## config.mk

```make
export PLATFORM = sky130hd
export DESIGN_NAME = seven_segment_mux
export DESIGN_NICKNAME = d
export VERILOG_FILES = /design/src/rtl/seven_segment_mux.sv
export SDC_FILE = /design/constraint.sdc
export NUM_CORES = 1
export LEC_CHECK = 0
export BUFFER_PORTS_ARGS = -buffer_cell sky130_fd_sc_hd__buf_2
export CAP_MARGIN = 20
export CORE_UTILIZATION = 43
export DETAILED_ROUTE_END_ITERATION = 16
export GPL_TIMING_DRIVEN = 0
export HOLD_SLACK_MARGIN = 0.12
export PLACE_DENSITY = 0.7
export SLEW_MARGIN = 20
export SYNTH_ARGS = -nofsm -noshare
export SYNTH_HDL_FRONTEND = slang
export SYNTH_SLANG_ARGS = --single-unit
```

## constraint.sdc

```tcl
create_clock -name clk -period 5.4 [get_ports clk]
set_input_delay 0.27 -clock clk [delete_from_list [all_inputs] [get_ports clk]]
set_output_delay 0.27 -clock clk [all_outputs]
set_load 0.01 [all_outputs]
```

## src/rtl/seven_segment_mux.sv

```systemverilog
// seven_segment_mux
//   Display back end of the frequency counter. Captures a BCD tens/units pair
//   on a load strobe, decodes the selected digit to seven-segment form and
//   time-multiplexes both digits onto one shared segment bus.
//
//   Parameters:
//     REFRESH_CYCLES  clocks each digit stays selected (1..65535)
//   Ports:
//     clk         system clock, rising edge
//     reset       synchronous, active-high
//     load        one-cycle strobe, captures ten_count/unit_count
//     ten_count   tens BCD value
//     unit_count  units BCD value
//     segments    {g,f,e,d,c,b,a}, active-high, registered
//     digit       0 = units selected, 1 = tens selected, registered
//
//   Optional feature macro: LEADING_ZERO_BLANK_EN
//     When defined, the tens display is dark while its value is zero.

module seven_segment_mux #(
  parameter int unsigned REFRESH_CYCLES = 100
) (
  input  logic       clk,
  input  logic       reset,
  input  logic       load,
  input  logic [3:0] ten_count,
  input  logic [3:0] unit_count,
  output logic [6:0] segments,
  output logic       digit
);

  localparam int unsigned RC_W = (REFRESH_CYCLES > 1) ? $clog2(REFRESH_CYCLES) : 1;
  localparam logic [RC_W-1:0] RC_MAX = RC_W'(REFRESH_CYCLES - 1);

  logic [3:0]      tens_q;
  logic [3:0]      units_q;
  logic [RC_W-1:0] rc;

  logic [3:0]      tens_d;
  logic [3:0]      units_d;
  logic [RC_W-1:0] rc_d;
  logic            digit_d;
  logic            wrap;
  logic [6:0]      segments_d;

  function automatic logic [6:0] decode(input logic [3:0] v);
    logic [6:0] s;
    case (v)
      4'd0:    s = 7'h3F;
      4'd1:    s = 7'h06;
      4'd2:    s = 7'h5B;
      4'd3:    s = 7'h4F;
      4'd4:    s = 7'h66;
      4'd5:    s = 7'h6D;
      4'd6:    s = 7'h7D;
      4'd7:    s = 7'h07;
      4'd8:    s = 7'h7F;
      4'd9:    s = 7'h6F;
      default: s = 7'h40;
    endcase
    return s;
  endfunction

  // Segments are decoded from the post-edge values of the digit select and
  // digit registers, so the bus always matches the digit being driven.
  always_comb begin
    tens_d  = load ? ten_count  : tens_q;
    units_d = load ? unit_count : units_q;
    wrap    = (rc == RC_MAX);
    rc_d    = wrap ? '0 : rc + 1'b1;
    digit_d = wrap ? ~digit : digit;
`ifdef LEADING_ZERO_BLANK_EN
    if (digit_d && (tens_d == 4'd0))
      segments_d = '0;
    else
      segments_d = decode(digit_d ? tens_d : units_d);
`else
    segments_d = decode(digit_d ? tens_d : units_d);
`endif
  end

  always_ff @(posedge clk) begin
    if (reset) begin
      tens_q   <= '0;
      units_q  <= '0;
      rc       <= '0;
      digit    <= 1'b0;
      segments <= 7'h3F;
    end else begin
      tens_q   <= tens_d;
      units_q  <= units_d;
      rc       <= rc_d;
      digit    <= digit_d;
      segments <= segments_d;
    end
  end

endmodule

```

Yosys cells after proc, flatten, opt, wreduce, memory -nomap -nowiden --
Memory sizes are Yosys's and may differ from the RTL's. A register that Yosys moved wholly into a read port is not among the register bits. Index checks and enable logic that the tools add are counted.
Word-level totals: output and inout port bits 8, bits in latches 0, input bits 11, RAM bits 0, flip-flop bits (word level) 16, memory bits (read-only) 112, memories kept 1, word-level logic and storage cells 13
Memory list:
- (name not given) | depth 16, width 7, rd ports 1, clocked after memory_dff 1, wr ports 0, line 48 | case (v)
Operators by class: add/sub/neg operators 1, multipliers 0, shift-type cells 0, eq/ne operators 1, $lt $le $gt $ge 0, reduce and logical (&&, ||, !) cells 1, bitwise gates (word level) 1, muxes and demuxes 4, divide/modulo/power cells 0
Operator list (number):
- $mux W4 | 3
- $add A7 B1 Y7 const B | 1
- $eq A7 B7 Y1 const B | 1
- $reduce_or A2 Y1 | 1
- $mux W1 | 1
- $not A1 Y1 | 1

Depth between registers and ports, before layout --
depth in word-level cells 3, gate-level depth with buffers 14, gate-level depth less buffers 12

Least setup slack after synthesis --
No wires, ideal clock.
path kind reg-to-reg, start point reg rc[0], end point reg segments[5], arrival 2.770 ns, cell stages (with the launch flop) 15, setup slack 2.510 ns, cells stage by stage dfxtp_1 -> ha_1 -> nand2_2 -> nor4_4 -> xnor2_1 -> buf_4 -> mux4_2 -> inv_2 -> ha_1 -> clkbuf_1 -> nor2b_1 -> o21ai_0 -> o21ai_0 -> mux2_2 -> a211o_1
On the way: cells in the longest elaborated chain, start to end 3
Ends and longest elaborated chain:
- from (decl) | line 37 | logic [RC_W-1:0] rc;
- from (signal assigned) | line 92 | rc <= rc_d;
- $eq A7 B7 Y1 | line 69 | wrap = (rc == RC_MAX);
- $mux W1 | line 71 | digit_d = wrap ? ~digit : digit;
- $mux W4 | line 78 | segments_d = decode(digit_d ? tens_d : units_d);
- to (decl) | line 28 | output logic [6:0] segments,
No other way between the ends. A chain may end at the register's enable or synchronous reset.

Worst setup path in the final report --
Ends and elaborated chain as after synthesis.

==> impl_metrics.ini <==
[cts]
cts_buffers = 3
clk_latency_ps = 320
ctsResizeCount = 0
post_cts_buffers = 0
htreeDepth = 1
hold_buffers = 0
cts-root-buf = clkbuf_4
cts_tree = yes
clock_path_buffers = 2
clock_sinks = 23
cts.reportedPaths.clkPinSlew_ps = 130

[placement]
io_buffers = 14
place_ws_ps = 2110
placedCellCount = 222
dp_hpwl_um = 2450
gp_congestion = 0.928
post_dp_cell_area_um2 = 1520

[floorplan]
core-area_um2 = 3080
fp.dieArea_um2 = 3480
ioPinCount = 19
die_w_um = 59.0
initial_core_util_pct = 45.3
row_count = 20
die_y_um = 59.0

[cells_and_area]
fin_cells = 226
drive_gt1_share_pct = 17.0
num_antenna_cells = 0
syn2layout_area_growth_pct = 10.9
nets = 201
fill_cells = 318
finalInstanceArea_um2 = 1550

[synthesis]
synth_area_leaders = dfxtp_1, nor2_1, mux2i_1, ha_1, a21oi_1
synth_fa_ha_area_share_pct = 6.28
avgSynthCellArea_um2 = 8.51
synth_cells = 164
synth_compound_area_share_pct = 21.2
synth_top_area_cell = dfxtp_1
synth-simple-area-share_pct = 17.1
synth_seq_cells = 23
synth_area_um2 = 1400
synth_top_family_by_area = compound AO/OA/AOI/OAI gates
synthXorXnorAreaFrac_pct = 3.77
synth-main-ff-cell = dfxtp_1
seq_area_frac_synth_pct = 33.0
yosysWarningCount = 0
synthArstFlopShare_pct = 0
synth_cell_types = 39
syn_nets = 182
synth-edff-count = 0
muxShareOfSynthArea_pct = 12.3
yosysTopAreaCellShare_pct = 33.0

[route]
vias = 1260
wl_per_cell_um = 14.0
drtIter0Drc = 42
drc = 0
dr_wl_met3_um = 221
wl_met1_um = 1360
vias_per_cell = 5.58
routed_wl_um = 3160
firstDrtPassIters = 4
top_layer = met4
ant_nets = 0
wl_met2_um = 1510

[critical_path]
path_class = reg2reg
cp.arrival_ps = 3530
path_cells = ha_1 > nand2_2 > nor4_4 > xnor2_1 > buf_4 > mux4_2 > inv_2 > ha_1 > clkbuf_1 > nor2b_1 > o21ai_0 > o21ai_0 > mux2_2 > a211o_1
slowest_stage = dfxtp_1
slowest_delay_ps = 400
crit_family = buffers and inverters
cp-end-kind = flop
path_buf_inv = 3
startpoint_type = flop
required_ps = 5620
cp_max_fo = 10

[timing]
max_freq_ghz = 0.303
period_share_pct = 61.2
setup_viol = 0
setup_tns_ps = 0
rsz0062_at_grt = no
slew_headroom_pct = 58.6
finClkSkew_ps = 2.73
hold_violations = 0
fin_ws_ps = 2100
worst_pin_slew_ps = 617
min_period_ps = 3300
final_max_slew_viol_count = 0
whs_ps = 223

[pwr]
ir_worst_vdd_mv = 0.0789
seq_power_share_pct = 53.0
power_switching_share_pct = 31.0
p_switching_mw = 0.109
internal-power_mw = 0.243
combPwrFrac_pct = 23.3
p_leak_nw = 0.640
p_per_area_nw_per_um2 = 228
pwr-share-clk_pct = 23.7

[run_status]
status = complete, no violations

[global_routing]
grt_antenna_before_repair = 0
grt_start_max_net_pins = 14
grt_pass1_wl_um = 5310
grt_pass1_vias = 1201
grt_overflow_total = 0
grt_use_total_pct = 20.2

[hold_path]
hold_class = in2reg

[flow_run]
maxCapViolCount = 0
==> cell type report <==
cell class / instances / area [um2] / share of cell area, %
Buffer: 12 / 51.3 / 3.31
Multi-Input combinational cell: 119 / 846 / 54.6
Clock buffer: 3 / 22.5 / 1.46
Timing Repair Buffer: 14 / 70.1 / 4.53
Sequential cell: 23 / 460 / 29.7
Inverter: 10 / 37.5 / 2.43
Tap cell: 44 / 55.1 / 3.56
Clock inverter: 1 / 5.00 / 0.323
==> synth_stat cells, types with 5 or more instances <==
| master | count |
|---|---|
| nor2_1 | 27 |
| dfxtp_1 | 23 |
| a21oi_1 | 14 |
| mux2i_1 | 10 |
| clkbuf_1 | 8 |
| inv_1 | 8 |
| ha_1 | 7 |
| a211o_1 | 5 |
| a211oi_1 | 5 |
| nand2_1 | 5 |
| o21ai_0 | 5 |
==> path summary, 6_finish.rpt <==
check                        start                endpoint  slack (ps)  cells past startpoint
setup / recovery  rc[0]$_SDFF_PP0_  segments[5]$_SDFF_PP1_        2100                     14
hold / removal        ten_count[0]    tens_q[0]$_SDFF_PP0_         220                      3
setup reg to reg  rc[0]$_SDFF_PP0_  segments[5]$_SDFF_PP1_        2100                     14
hold reg to reg   rc[0]$_SDFF_PP0_        rc[0]$_SDFF_PP0_         490                      1
==> flip-flops by register name, indices dropped and copies added (netlist names) <==
signal / cells
rc: 7
segments: 7
tens_q: 4
units_q: 4
digit: 1
==> power groups by stage <==
stage          clock [mW]  combinational [mW]  sequential [mW]
5_1_grt            0.0926              0.0918            0.188
3_3_place_gp            0              0.0798            0.190
4_1_cts            0.0873              0.0819            0.187
3_5_place_dp            0              0.0817            0.190
6_report           0.0835              0.0821            0.187
2_1_floorplan           0              0.0569            0.192
==> logic make-up (layout without fill, tap and decap cells) <==
kind of cell | after synthesis | count (layout)
flops | 23 | 23
mux | 14 | 14
buf+inv | 22 | 40
fa+ha+maj | 7 | 7
compound gates | 43 | 43
xor+xnor | 6 | 6
simple gates | 49 | 49
==> worst min-delay path: cells and delay by family <==
kind,cells,cell delay [ps]
buffers and inverters,1,100
muxes,1,60
and+or+nand+nor,1,80
==> metrics by stage <==
stage / utilization [%] / power (mW)
global route: 50.3 / 0.373
floorplan: - / 0.249
finish: 50.3 / 0.352
CTS: 50.3 / 0.356
global placement: 49.4 / 0.270
detailed placement: 49.4 / 0.272
==> per-layer routing <==
layer,track usage [%],vias up
met3,3.30,9
li1,-,608
met2,32.6,47
met1,25.5,596
met5,0,-
met4,11.2,0
==> cells in the final DEF (no fill, tap or decap), types with 2 or more instances in the layout <==
cell type	instances
mux2i_1	10
xnor2_1	4
nor2b_1	4
inv_2	2
a211oi_1	5
mux4_2	2
nor2_1	27
o211ai_1	2
nand2_1	5
clkbuf_1	8
o21ai_0	5
dfxtp_1	23
clkbuf_4	3
xor2_1	2
nand3_1	3
inv_1	8
o32ai_1	4
a21oi_1	14
a211o_1	5
ha_1	7
buf_2	16
nand2b_1	4
Power figures use the tool's default switching activity.
